$ cat src/rtl/uart_pkg.sv
// Shared UART types and constants.
// Used by the TX arbiter, its picker and its interface.
package uart_pkg;

    typedef enum logic {
        ST_IDLE,
        ST_GRANT
    } arb_state_t;

    localparam int UART_N_REQ      = 4;
    localparam int UART_DATA_W     = 8;
    localparam int STATUS_BUSY_BIT = 0;

endpackage

$ cat src/rtl/uart_tx_arbiter_if.sv
// Requester and UART TX side of the transmit arbiter.
// master drives requests, slave is the arbiter.
interface uart_tx_arbiter_if
    import uart_pkg::*;
#(
    parameter int N_REQ  = UART_N_REQ,
    parameter int DATA_W = UART_DATA_W
) ();

    logic                      en;
    logic [N_REQ-1:0]          req_valid;
    logic [N_REQ*DATA_W-1:0]   req_data;
    logic [N_REQ-1:0]          req_last;
    logic [N_REQ-1:0]          req_ready;
    logic                      tx_valid;
    logic [DATA_W-1:0]         tx_data;
    logic                      tx_ready;
    logic [N_REQ-1:0]          gnt;
    logic                      busy;
    logic                      timeout_evt;

    modport master (
        output en, req_valid, req_data, req_last, tx_ready,
        input  req_ready, tx_valid, tx_data, gnt, busy, timeout_evt
    );

    modport slave (
        input  en, req_valid, req_data, req_last, tx_ready,
        output req_ready, tx_valid, tx_data, gnt, busy, timeout_evt
    );

endinterface

$ cat src/rtl/uart_rr_pick.sv
// Rotate-priority picker: first set request at or after ptr.
// Purely combinational, wraps modulo N_REQ.
module uart_rr_pick
    import uart_pkg::*;
#(
    parameter int N_REQ = UART_N_REQ
) (
    input  logic [N_REQ-1:0]         req,
    input  logic [$clog2(N_REQ)-1:0] ptr,
    output logic [N_REQ-1:0]         pick,
    output logic [$clog2(N_REQ)-1:0] pick_idx,
    output logic                     any
);

    localparam int IDX_W = $clog2(N_REQ);

    logic [IDX_W-1:0] w_j;

    // Scan upward from ptr, keep the first hit.
    always_comb begin
        pick     = '0;
        pick_idx = '0;
        any      = 1'b0;
        w_j      = '0;
        for (int k = 0; k < N_REQ; k++) begin
            w_j = IDX_W'((int'(ptr) + k) % N_REQ);
            if (!any && req[w_j]) begin
                any         = 1'b1;
                pick_idx    = w_j;
                pick[w_j]   = 1'b1;
            end
        end
    end

endmodule

$ cat src/rtl/uart_tx_arbiter.sv
// Round-robin owner of the UART TX byte channel.
// A grant lasts a whole message, capped by burst and idle limits.
module uart_tx_arbiter
    import uart_pkg::*;
#(
    parameter int N_REQ        = UART_N_REQ,
    parameter int DATA_W       = UART_DATA_W,
    parameter int MAX_BURST    = 16,
    parameter int IDLE_TIMEOUT = 255
) (
    input logic               clk,
    input logic               rst,
    uart_tx_arbiter_if.slave  bus
);

    localparam int IDX_W   = $clog2(N_REQ);
    localparam int BURST_W = $clog2(MAX_BURST + 1);
    localparam int IDLE_W  = (IDLE_TIMEOUT > 0) ? $clog2(IDLE_TIMEOUT + 1) : 1;

    arb_state_t         r_state;
    logic [N_REQ-1:0]   r_gnt;
    logic [IDX_W-1:0]   r_gidx;
    logic [IDX_W-1:0]   r_ptr;
    logic [BURST_W-1:0] r_burst;
    logic [IDLE_W-1:0]  r_idle;
    logic               r_tevt;

    logic [N_REQ-1:0]   w_pick;
    logic [IDX_W-1:0]   w_pick_idx;
    logic               w_any;
    logic [DATA_W-1:0]  w_lane [N_REQ];
    logic               w_busy;
    logic               w_vld;
    logic               w_last;
    logic               w_hs;
    logic               w_burst_done;
    logic               w_idle_done;
    logic               w_rel_hs;
    logic               w_rel_to;
    logic [IDX_W-1:0]   w_next_ptr;

    uart_rr_pick #(
        .N_REQ (N_REQ)
    ) u_pick (
        .req      (bus.req_valid),
        .ptr      (r_ptr),
        .pick     (w_pick),
        .pick_idx (w_pick_idx),
        .any      (w_any)
    );

    for (genvar i = 0; i < N_REQ; i++) begin : g_lane
        assign w_lane[i] = bus.req_data[i*DATA_W +: DATA_W];
    end

    assign w_busy       = (r_state == ST_GRANT);
    assign w_vld        = w_busy & bus.req_valid[r_gidx];
    assign w_last       = bus.req_last[r_gidx];
    assign w_hs         = w_vld & bus.tx_ready;
    assign w_burst_done = (r_burst == BURST_W'(MAX_BURST - 1));
    assign w_idle_done  = (IDLE_TIMEOUT != 0) &&
                          (r_idle == IDLE_W'(IDLE_TIMEOUT - 1));
    assign w_rel_hs     = w_hs & (w_last | w_burst_done);
    assign w_rel_to     = w_busy & ~w_vld & w_idle_done;
    assign w_next_ptr   = (r_gidx == IDX_W'(N_REQ - 1)) ?
                          '0 : r_gidx + 1'b1;

    // Zero-cycle pass-through from the granted requester.
    assign bus.tx_valid    = w_vld;
    assign bus.tx_data     = w_busy ? w_lane[r_gidx] : '0;
    assign bus.req_ready   = bus.tx_ready ? r_gnt : '0;
    assign bus.gnt         = r_gnt;
    assign bus.busy        = w_busy;
    assign bus.timeout_evt = r_tevt;

    // Grant FSM with burst/idle counters and the round-robin pointer.
    always_ff @(posedge clk or posedge rst) begin
        if (rst) begin
            r_state <= ST_IDLE;
            r_gnt   <= '0;
            r_gidx  <= '0;
            r_ptr   <= '0;
            r_burst <= '0;
            r_idle  <= '0;
            r_tevt  <= 1'b0;
        end else begin
            r_tevt <= 1'b0;
            unique case (r_state)
                ST_IDLE: begin
                    if (bus.en && w_any) begin
                        r_state <= ST_GRANT;
                        r_gnt   <= w_pick;
                        r_gidx  <= w_pick_idx;
                        r_burst <= '0;
                        r_idle  <= '0;
                    end
                end
                ST_GRANT: begin
                    if (w_rel_hs || w_rel_to) begin
                        r_state <= ST_IDLE;
                        r_gnt   <= '0;
                        r_ptr   <= w_next_ptr;
                    end
                    if (w_hs) begin
                        r_burst <= r_burst + 1'b1;
                        r_idle  <= '0;
                    end else if (!w_vld && IDLE_TIMEOUT != 0) begin
                        r_idle <= r_idle + 1'b1;
                    end
                    r_tevt <= w_rel_to;
                end
                default: r_state <= ST_IDLE;
            endcase
        end
    end

endmodule
$ cat src/flat_wrapper.sv
// flat-port wrapper written by rule: the top's interface ports become plain ports
module uart_tx_arbiter_flat import uart_pkg::*;
#(
    parameter int N_REQ        = UART_N_REQ,
    parameter int DATA_W       = UART_DATA_W,
    parameter int MAX_BURST    = 16,
    parameter int IDLE_TIMEOUT = 255
)
  (clk, rst, bus_en, bus_req_valid, bus_req_data, bus_req_last, bus_tx_ready, bus_req_ready, bus_tx_valid, bus_tx_data, bus_gnt, bus_busy, bus_timeout_evt);
  uart_tx_arbiter_if #(.N_REQ(N_REQ), .DATA_W(DATA_W)) bus_i ();
  input logic clk;
  input logic rst;
  input wire logic [$bits(bus_i.en)-1:0] bus_en;
  input wire logic [$bits(bus_i.req_valid)-1:0] bus_req_valid;
  input wire logic [$bits(bus_i.req_data)-1:0] bus_req_data;
  input wire logic [$bits(bus_i.req_last)-1:0] bus_req_last;
  input wire logic [$bits(bus_i.tx_ready)-1:0] bus_tx_ready;
  output wire logic [$bits(bus_i.req_ready)-1:0] bus_req_ready;
  output wire logic [$bits(bus_i.tx_valid)-1:0] bus_tx_valid;
  output wire logic [$bits(bus_i.tx_data)-1:0] bus_tx_data;
  output wire logic [$bits(bus_i.gnt)-1:0] bus_gnt;
  output wire logic [$bits(bus_i.busy)-1:0] bus_busy;
  output wire logic [$bits(bus_i.timeout_evt)-1:0] bus_timeout_evt;
  assign bus_i.en = bus_en;
  assign bus_i.req_valid = bus_req_valid;
  assign bus_i.req_data = bus_req_data;
  assign bus_i.req_last = bus_req_last;
  assign bus_i.tx_ready = bus_tx_ready;
  assign bus_req_ready = bus_i.req_ready;
  assign bus_tx_valid = bus_i.tx_valid;
  assign bus_tx_data = bus_i.tx_data;
  assign bus_gnt = bus_i.gnt;
  assign bus_busy = bus_i.busy;
  assign bus_timeout_evt = bus_i.timeout_evt;
  uart_tx_arbiter #(.N_REQ(N_REQ), .DATA_W(DATA_W), .MAX_BURST(MAX_BURST), .IDLE_TIMEOUT(IDLE_TIMEOUT)) u_core (.clk(clk), .rst(rst), .bus(bus_i));
endmodule
$ cat config.mk
export PLATFORM = sky130hd
export DESIGN_NAME = uart_tx_arbiter_flat
export DESIGN_NICKNAME = d
export VERILOG_FILES = /design/src/rtl/uart_pkg.sv /design/src/rtl/uart_tx_arbiter_if.sv /design/src/rtl/uart_rr_pick.sv /design/src/rtl/uart_tx_arbiter.sv /design/src/flat_wrapper.sv
export SDC_FILE = /design/constraint.sdc
export NUM_CORES = 1
export LEC_CHECK = 0
export CORE_MARGIN = 4
export CORE_UTILIZATION = 51
export CTS_BUF_LIST = sky130_fd_sc_hd__clkbuf_4 sky130_fd_sc_hd__clkbuf_8 sky130_fd_sc_hd__clkbuf_16
export DETAILED_ROUTE_END_ITERATION = 10
export PLACE_DENSITY_LB_ADDON = 0.25
export SLEW_MARGIN = 30
export SYNTH_ARGS = -nofsm -noshare
export SYNTH_HDL_FRONTEND = slang
export SYNTH_SLANG_ARGS = --single-unit
$ cat constraint.sdc
create_clock -name clk -period 3.3 [get_ports clk]
set_input_delay 0.495 -clock clk [delete_from_list [all_inputs] [get_ports clk]]
set_output_delay 0.495 -clock clk [all_outputs]
set_load 0.05 [all_outputs]
# Word-level counts from Yosys, hierarchy flattened
# Cells that the tools add are included.
# W data, S select, Z words.
# classes
addsub	6
order_cmp	10
eq_ne	7
muxes	52
n_bitwise	12
reduce_logical	17
# op_table
op	count
$mux W8	6
$mux W4	7
$mux W1	17
$bmux W8 S2	1
$pmux W8 S2	1
$lt A2 B3 Y1 const B	5
$bmux W1 S2	6
$or A4 B4 Y4	3
$mux W2	5
$mux W5	2
$pmux W5 S2	1
$reduce_and A2 Y1	5
$add A8 B1 Y8 const B	1
$demux W1 S2	4
$eq A8 B8 Y1 const B	1
$ge A2 B1 Y1 const B	4
$logic_and A1 B1 Y1	8
$pmux W4 S2	1
$add A5 B1 Y5 const B	1
$and A1 B1 Y1	5
$eq A5 B4 Y1 const B	1
$add A2 B1 Y2 const B	2
$add A2 B2 Y2 const B	2
$ne A2 B2 Y1 const B	2
10 further kinds	13
# word_totals
regBits	23
elab_cells	111

# Longest topological paths before layout
# Gate-level depths: netlist of run 1.
# depth
ltp_word	15
depth_mapped	9

# By module
# From an unflattened synthesis of run 1, not the netlist that was laid out.
# hier_totals
hier_cells	195
hier_area_um2	1920.6
# modules_own_cells
module	instances	cells_per_inst	area_each_um2	seq_area_each_um2
uart_tx_arbiter	1	150	1501.4	575.6
uart_rr_pick	1	45	419.2	0.0

# Least setup slack after synthesis of run 1
# No wires, ideal clock.
# synth_timing
path_kind	register -> output
startpoint	register u_core.r_state (netlist: u_core.bus.busy)
endpoint	output port bus_tx_data[0]
t_arrival_ps	1871
path_slack_ps	934
stages_incl_launch_ff	5
n_path_buf	3
cell_sequence	dfrtp_1 > clkbuf_1 > clkbuf_1 > clkbuf_1 > and2_1
# synth_via
elab_chain_cells	1
# synth_lines
element	line	text
start: declaration	uart_tx_arbiter.sv:20	arb_state_t r_state;
start signal: assignment	uart_tx_arbiter.sv:79	r_state <= ST_IDLE;
start signal: assignment	uart_tx_arbiter.sv:91	r_state <= ST_GRANT;
start signal: assignment	uart_tx_arbiter.sv:100	r_state <= ST_IDLE;
$mux W8	uart_tx_arbiter.sv:70	assign bus.tx_data = w_busy ? w_lane[r_gidx] : '0;
end: declaration	flat_wrapper.sv:20	output wire logic [$bits(bus_i.tx_data)-1:0] bus_tx_data;
# Every way passes these cells.

# Worst setup path after layout of run 1
# layout_timing
startpoint	register u_core.r_gidx[0]
endpoint	output port bus_tx_data[3]
# layout_via
elab_chain_cells	5
# layout_lines
element	line	text
start: declaration	uart_tx_arbiter.sv:22	logic [IDX_W-1:0] r_gidx;
start signal: assignment	uart_tx_arbiter.sv:93	r_gidx <= w_pick_idx;
$not A2 Y3 (implied by the code)	uart_tx_arbiter.sv:70	
$bmux W8 S2	uart_tx_arbiter.sv:70	
$mux W8 (implied by the code) (2 in a row)	uart_tx_arbiter.sv:70	
$mux W8	uart_tx_arbiter.sv:70	
# Every way passes these cells. The select of a mux whose other input is x is not followed.

==> flow_summary_export.csv, run 1 <==
group,metric,value,unit
finish,finalNetCount,338,
synth,netlist_top_cells_area,"dfrtp_1 (28%), mux4_2 (12%), ha_1 (7.4%), nand2_1 (4.6%), and2_1 (4.0%)",
finish,final_area,2730,um2
power_and_ir_drop,power,2.33,mW
place,portBuffers,62,
critical_path,reg2reg_to,"u_core.bus.gnt[2]$_DFFE_PP0P_",
critical_path,worstPathRequired,2.80,ns
finish,n_fill_cell,302,
floorplan,rows,22,
grt,antenna_found_initial,0,
synth,ys.flop_type,"dfrtp_1",
finish,layout-drive-gt1-share,11.4,%
hold_path,hp-class,"flop to flop",
timing,rsz0062_at_grt,"false",
timing,fin_skew,0.00986,ns
detailed_routing,vias,1930,
critical_path,cp_slowest_cell,"clkdlybuf4s50_1",
synth,yosysWarnings,0,
synth,yosys.area.top_type,"dfrtp_1",
synth,syn_inst,223,
finish,multi_input_area,1360,um2
place,dp_slack,0.550,ns
clocking,cts_buffers,3,
critical_path,worstReg2RegStart,"u_core.r_ptr[1]$_DFFE_PP0P_",
finish,antenna_cells,0,
power_and_ir_drop,seq_power_share,23.4,%
detailed_routing,final_antenna_net_count,0,
power_and_ir_drop,p_clk_share,7.4,%
synth,syn-cell-area,2020,um2
floorplan,chipHeight,70.9,um
detailed_routing,post_drt_wl_per_cell,15.0,um
place,hpwl,3800,um
power_and_ir_drop,switchingPower,1.20,mW
critical_path,cp_slowest_stage_delay,0.70,ns
timing,setup_violations,0,
floorplan,dieArea,5030,um2
synth,seq_area_frac_synth,28.5,%
critical_path,reg2reg_depth,6,
hold_path,hold_end,"u_core.r_burst[4]$_DFFE_PP0P_",
grt,grt_first_pass_wirelength,8470,um
synth,syn_area_per_cell,9.06,um2
timing,hold_ws,0.502,ns
power_and_ir_drop,power.leakage,1.11,nW
place,routabilityCongestion,0.907,
place,place_area,2690,um2
clocking,insertion_delay,0.26,ns
detailed_routing,first_pass_iters,4,
finish,final_core_util,73.0,%
clocking,htree_num_levels,1,
clocking,cts_tree,"built",
detailed_routing,avgViaCountPerCell,5.87,
floorplan,io_pins,63,
hold_path,min_from,"u_core.r_burst[4]$_DFFE_PP0P_",
critical_path,critPathCaptureType,"output port",
grt,grt_use_total,20.2,%
grt,grt_max_degree,30,
timing,fmax,0.350,GHz
grt,globalRouteOverflowTotal,0,
timing,fin_crit,2.86,ns
grt,grt_pass1_vias,1880,
critical_path,path_max_fanout,9,
power_and_ir_drop,power.density,852,nW/um2
synth,ys_ff_latch,23,
synth,synthArstFlopShare,100,%
clocking,clk_path_buf_depth,2,
job,drv_cap,0,
detailed_routing,drcViolationCount,0,
detailed_routing,drtIter0Drc,114,
timing,hold_viol,0,
timing,fin_setup_tns,0,ns
power_and_ir_drop,power.internal,1.12,mW
synth,synth_cell_types,46,
power_and_ir_drop,p_sw_share,51.7,%
run_status,status,"finished clean",
finish,register_area,576,um2
synth,synth_edf_count,0,
timing,slew_violations,0,
timing,slew-limit-headroom,43.4,%
floorplan,core,3740,um2
timing,fin_crit_sh,86.7,%
timing,layout_setup_ws,0.440,ns
hold_path,whs_path_depth,2,
clocking,postCtsSetupRepairBufs,0,
detailed_routing,wl,4920,um
timing,worstMarginPinSlew,0.849,ns
finish,fin_cells,329,
critical_path,cp.arrival,2.37,ns
place,dp.cells,325,
synth,yosysTopAreaCellShare,28.5,%
finish,area_delta_synth_final,35.2,%
critical_path,cp-start-kind,"flop",
clocking,clock-sinks,23,
floorplan,die_w,70.9,um
floorplan,initial_utilization,54.0,%
power_and_ir_drop,vdd_ir_drop_max,0.508,mV
critical_path,crit_type,"flop to output port",
synth,syn-num-nets,279,
power_and_ir_drop,pwr-share-comb,69.2,%
critical_path,worstPathCellList,"mux4_2 -> and2_1 -> clkdlybuf4s50_1",
clocking,postCtsHoldBufs,0,
clocking,clkTransAtPathRegs,0.08,ns
clocking,ctsResizeCount,0,
clocking,clockRootBuffer,"clkbuf_8",
critical_path,r2r_slack,0.55,ns
==> critical path, delay by kind of cell (launching register included) <==
| family | cells | cell delay (ns) |
|---|---|---|
| flops | 1 | 0.66 |
| simple gates | 1 | 0.17 |
| mux | 1 | 0.57 |
| buf+inv | 1 | 0.70 |
==> worst max-delay path by stage <==
| stage | startpoint | to | slack [ns] | cells after the start |
|---|---|---|---|---|
| after CTS | u_core.r_gidx[0]$_DFFE_PP0P_ | bus_tx_data[3] | 0.39 | 3 |
| after detailed placement | bus_req_data[19] | bus_tx_data[3] | 0.55 | 4 |
| after global routing | u_core.r_gidx[0]$_DFFE_PP0P_ | bus_tx_data[3] | 0.33 | 3 |
| after floorplan | u_core.bus.busy$_DFF_PP0_ | bus_tx_data[0] | 0.93 | 4 |
| after global placement | bus_req_data[25] | bus_tx_data[1] | 0.58 | 4 |
| final | u_core.r_gidx[0]$_DFFE_PP0P_ | bus_tx_data[3] | 0.44 | 3 |
==> registers in the layout, summed over array words and instances, names as in the netlist <==
| register | flops |
|---|---|
| u_core.bus.busy | 1 |
| u_core.bus.gnt | 4 |
| u_core.bus.timeout_evt | 1 |
| u_core.r_burst | 5 |
| u_core.r_gidx | 2 |
| u_core.r_idle | 8 |
| u_core.r_ptr | 2 |
==> power groups by stage <==
stage                     clock network (mW)  logic (mW)  registers, mW
after floorplan                            0        1.14          0.567
after global placement                     0        1.58          0.553
after detailed placement                   0        1.61          0.554
after CTS                              0.175        1.62          0.547
after global routing                   0.181        1.74          0.574
final                                  0.172        1.61          0.545
==> synthesized netlist by cell type, drive strengths merged, types with 6 or more instances <==
library cell	number
mux4	11
clkbuf	7
mux2	6
nor2b	7
nand2	25
o21ai	14
ha	12
buf	8
inv	6
a21oi	6
and2	13
dfrtp	23
nor2	21
==> metal layers <==
metal  part of all wire, %  wire length (um)  global-route usage [%]
met5                     0                 0                       0
met2                    48              2380                    34.4
met1                    43              2120                    27.0
met4                   1.3                63                    4.38
met3                   7.4               363                    3.41
==> logic make-up after synthesis <==
logic type | after synthesis | share of synthesized area [%]
compound gates | 57 | 19.6
mux | 18 | 16.1
simple gates | 90 | 23.1
buf+inv | 21 | 4.40
fa+ha+maj | 12 | 7.43
flops | 23 | 28.5
xor+xnor | 2 | 0.867
==> cells in the final DEF (no fill, tap or decap), drive strengths merged, types with 6 or more instances in the layout <==
master / count
ha: 12
nor2b: 7
nor2: 21
mux2: 6
a21oi: 6
buf: 8
dfrtp: 23
and2: 13
clkdlybuf4s50: 61
nand2: 25
o21ai: 14
mux4: 11
==> cell type report <==
| class | instances | area share, % |
|---|---|---|
| inverters | 6 | 0.825 |
| clock inverters | 1 | 0.183 |
| repair buffers | 69 | 24.6 |
| clock buffers | 3 | 1.51 |
| multi-input cells | 179 | 49.7 |
| well taps | 48 | 2.20 |
| flip-flops and latches | 23 | 21.1 |
(Power assumes the default switching activity.)
==> run 2, diff against run 1 <==
--- a/config.mk
+++ b/config.mk
@@ -5,10 +5,10 @@
 export SDC_FILE = /design/constraint.sdc
 export NUM_CORES = 1
 export LEC_CHECK = 0
-export CORE_MARGIN = 4
 export CORE_UTILIZATION = 51
 export CTS_BUF_LIST = sky130_fd_sc_hd__clkbuf_4 sky130_fd_sc_hd__clkbuf_8 sky130_fd_sc_hd__clkbuf_16
 export DETAILED_ROUTE_END_ITERATION = 10
+export GPL_TIMING_DRIVEN = 1
 export PLACE_DENSITY_LB_ADDON = 0.25
 export SLEW_MARGIN = 30
 export SYNTH_ARGS = -nofsm -noshare
==> run 2 against run 1 <==
Compared with the run above:
- first-iteration DRC count increased by 34%
- clock skew is 0.0049 ns lower
- largest power group unchanged
- via count is 0.16% higher
==> flow_summary_export.csv, run 2 (synthesis results as in run 1) <==
group,metric,value,unit
clocking,postCtsHoldBufs,0,
finish,layout-drive-gt1-share,11.7,%
grt,globalRouteOverflowTotal,0,
detailed_routing,vias,1933,
detailed_routing,drcViolationCount,0,
critical_path,cp_slowest_cell,"clkdlybuf4s50_1",
critical_path,path_max_fanout,13,
grt,grt_use_total,24.9,%
timing,hold_viol,0,
clocking,clk_path_buf_depth,2,
detailed_routing,drtIter0Drc,153,
grt,grt_max_degree,24,
hold_path,hold_end,"u_core.r_burst[4]$_DFFE_PP0P_",
floorplan,rows,22,
timing,fin_crit,2.76,ns
critical_path,crit_buf_inv,2,
power_and_ir_drop,power.leakage,1.11,nW
place,portBuffers,62,
hold_path,min_from,"u_core.r_burst[4]$_DFFE_PP0P_",
timing,fmax,0.362,GHz
critical_path,cp_slowest_stage_delay,0.70,ns
clocking,cts_tree,"built",
grt,grt_pass1_vias,1778,
finish,fin_cells,330,
place,hpwl,3640,um
critical_path,reg2reg_to,"u_core.r_gidx[0]$_DFFE_PP0P_",
critical_path,cp-start-kind,"flop",
clocking,clkTransAtPathRegs,0.08,ns
grt,grt_first_pass_wirelength,8110,um
grt,antenna_found_initial,0,
critical_path,critPathTopFamily,"buffers and inverters",
detailed_routing,final_antenna_net_count,0,
critical_path,cp.arrival,2.27,ns
timing,setup_violations,0,
clocking,insertion_delay,0.27,ns
finish,register_area,576,um2
finish,antenna_cells,0,
timing,fin_setup_tns,0,ns
finish,final_common_cell,"clkdlybuf4s50_1",
finish,finalNetCount,339,
timing,slew_violations,0,
finish,n_fill_cell,279,
floorplan,io_pins,63,
place,routabilityCongestion,0.896,
finish,final_cell_mix,"clkdlybuf4s50_1 (61), nand2_1 (25), dfrtp_1 (23), nor2_1 (21), and2_1 (13)",
timing,fin_crit_sh,83.7,%
hold_path,whs_path_depth,2,
critical_path,worstPathRequired,2.80,ns
finish,final_area,2740,um2
place,place_area,2690,um2
timing,slew-limit-headroom,45.7,%
clocking,clock-sinks,23,
finish,multi_input_area,1360,um2
floorplan,dieArea,4220,um2
clocking,ctsResizeCount,0,
run_status,status,"finished clean",
clocking,clockRootBuffer,"clkbuf_8",
finish,top_register,"u_core.r_idle",
clocking,htree_num_levels,1,
power_and_ir_drop,vdd_ir_drop_max,0.494,mV
critical_path,crit_type,"flop to output port",
detailed_routing,wl,4880,um
clocking,postCtsSetupRepairBufs,0,
critical_path,reg2reg_depth,6,
place,dp.cells,326,
floorplan,chipHeight,64.9,um
critical_path,worstReg2RegStart,"u_core.r_ptr[1]$_DFFE_PP0P_",
detailed_routing,first_pass_iters,4,
finish,largest_reg_flops,8,
job,drv_cap,0,
critical_path,r2r_slack,0.62,ns
timing,rsz0062_at_grt,"false",
detailed_routing,avgViaCountPerCell,5.86,
finish,area_delta_synth_final,35.7,%
clocking,cts_buffers,3,
timing,worstMarginPinSlew,0.809,ns
finish,final_core_util,73.2,%
timing,hold_ws,0.512,ns
hold_path,hp-class,"flop to flop",
floorplan,die_w,64.9,um
critical_path,critPathCaptureType,"output port",
critical_path,worstPathCellList,"buf_4 -> mux4_2 -> and2_1 -> clkdlybuf4s50_1",
timing,fin_skew,0.00495,ns
floorplan,initial_utilization,54.0,%
power_and_ir_drop,power.density,857,nW/um2
detailed_routing,post_drt_wl_per_cell,14.8,um
floorplan,core,3740,um2
[run 2: final cells by class]
| cell class | count | share of cell area, % |
|---|---|---|
| clock buffer | 4 | 1.78 |
| tap | 48 | 2.19 |
| inverter | 6 | 0.822 |
| sequential | 23 | 21.0 |
| multi-input combinational | 179 | 49.5 |
| timing repair buffer | 70 | 24.7 |
[run 2: how the worst max path moves through the flow]
stage / from / end / cells after the start
floorplan: u_core.bus.busy$_DFF_PP0_ / bus_tx_data[0] / 4
global placement: bus_req_data[31] / bus_tx_data[7] / 4
detailed placement: bus_req_data[5] / bus_tx_data[5] / 4
CTS: u_core.r_gidx[0]$_DFFE_PP0P_ / bus_tx_data[5] / 4
global route: u_core.r_ptr[1]$_DFFE_PP0P_ / u_core.r_gidx[0]$_DFFE_PP0P_ / 6
finish: u_core.r_gidx[0]$_DFFE_PP0P_ / bus_tx_data[5] / 4
[run 2: where the power goes]
part	switching [mW]	internal (mW)
Clock	0.0912	0.0945
Combinational	0.981	0.675
Sequential	0.134	0.373
Total	1.21	1.14
[run 2: tightest hold or removal path, delay by kind of cell (launching register included)]
family / cells / cell delay, ns
flip-flops: 1 / 0.36
AO/OA/AOI/OAI: 1 / 0.07
AND/OR/NAND/NOR: 1 / 0.05
[run 2: per-stage QoR]
step | total power [mW] | setup WS (ns)
after global placement | 2.13 | 0.594
after CTS | 2.35 | 0.524
after detailed placement | 2.16 | 0.557
final | 2.35 | 0.538
after floorplan | 1.71 | 0.934
after global routing | 2.51 | 0.434
[run 2: layer usage]
metal  share of wire [%]  up-vias  global-route usage, %
met3                 5.8       10                   3.35
met5                   0        -                      0
li1                    -      941                      -
met2                  46       78                   39.6
met4                 2.3        0                   11.1
met1                  46      904                   33.5
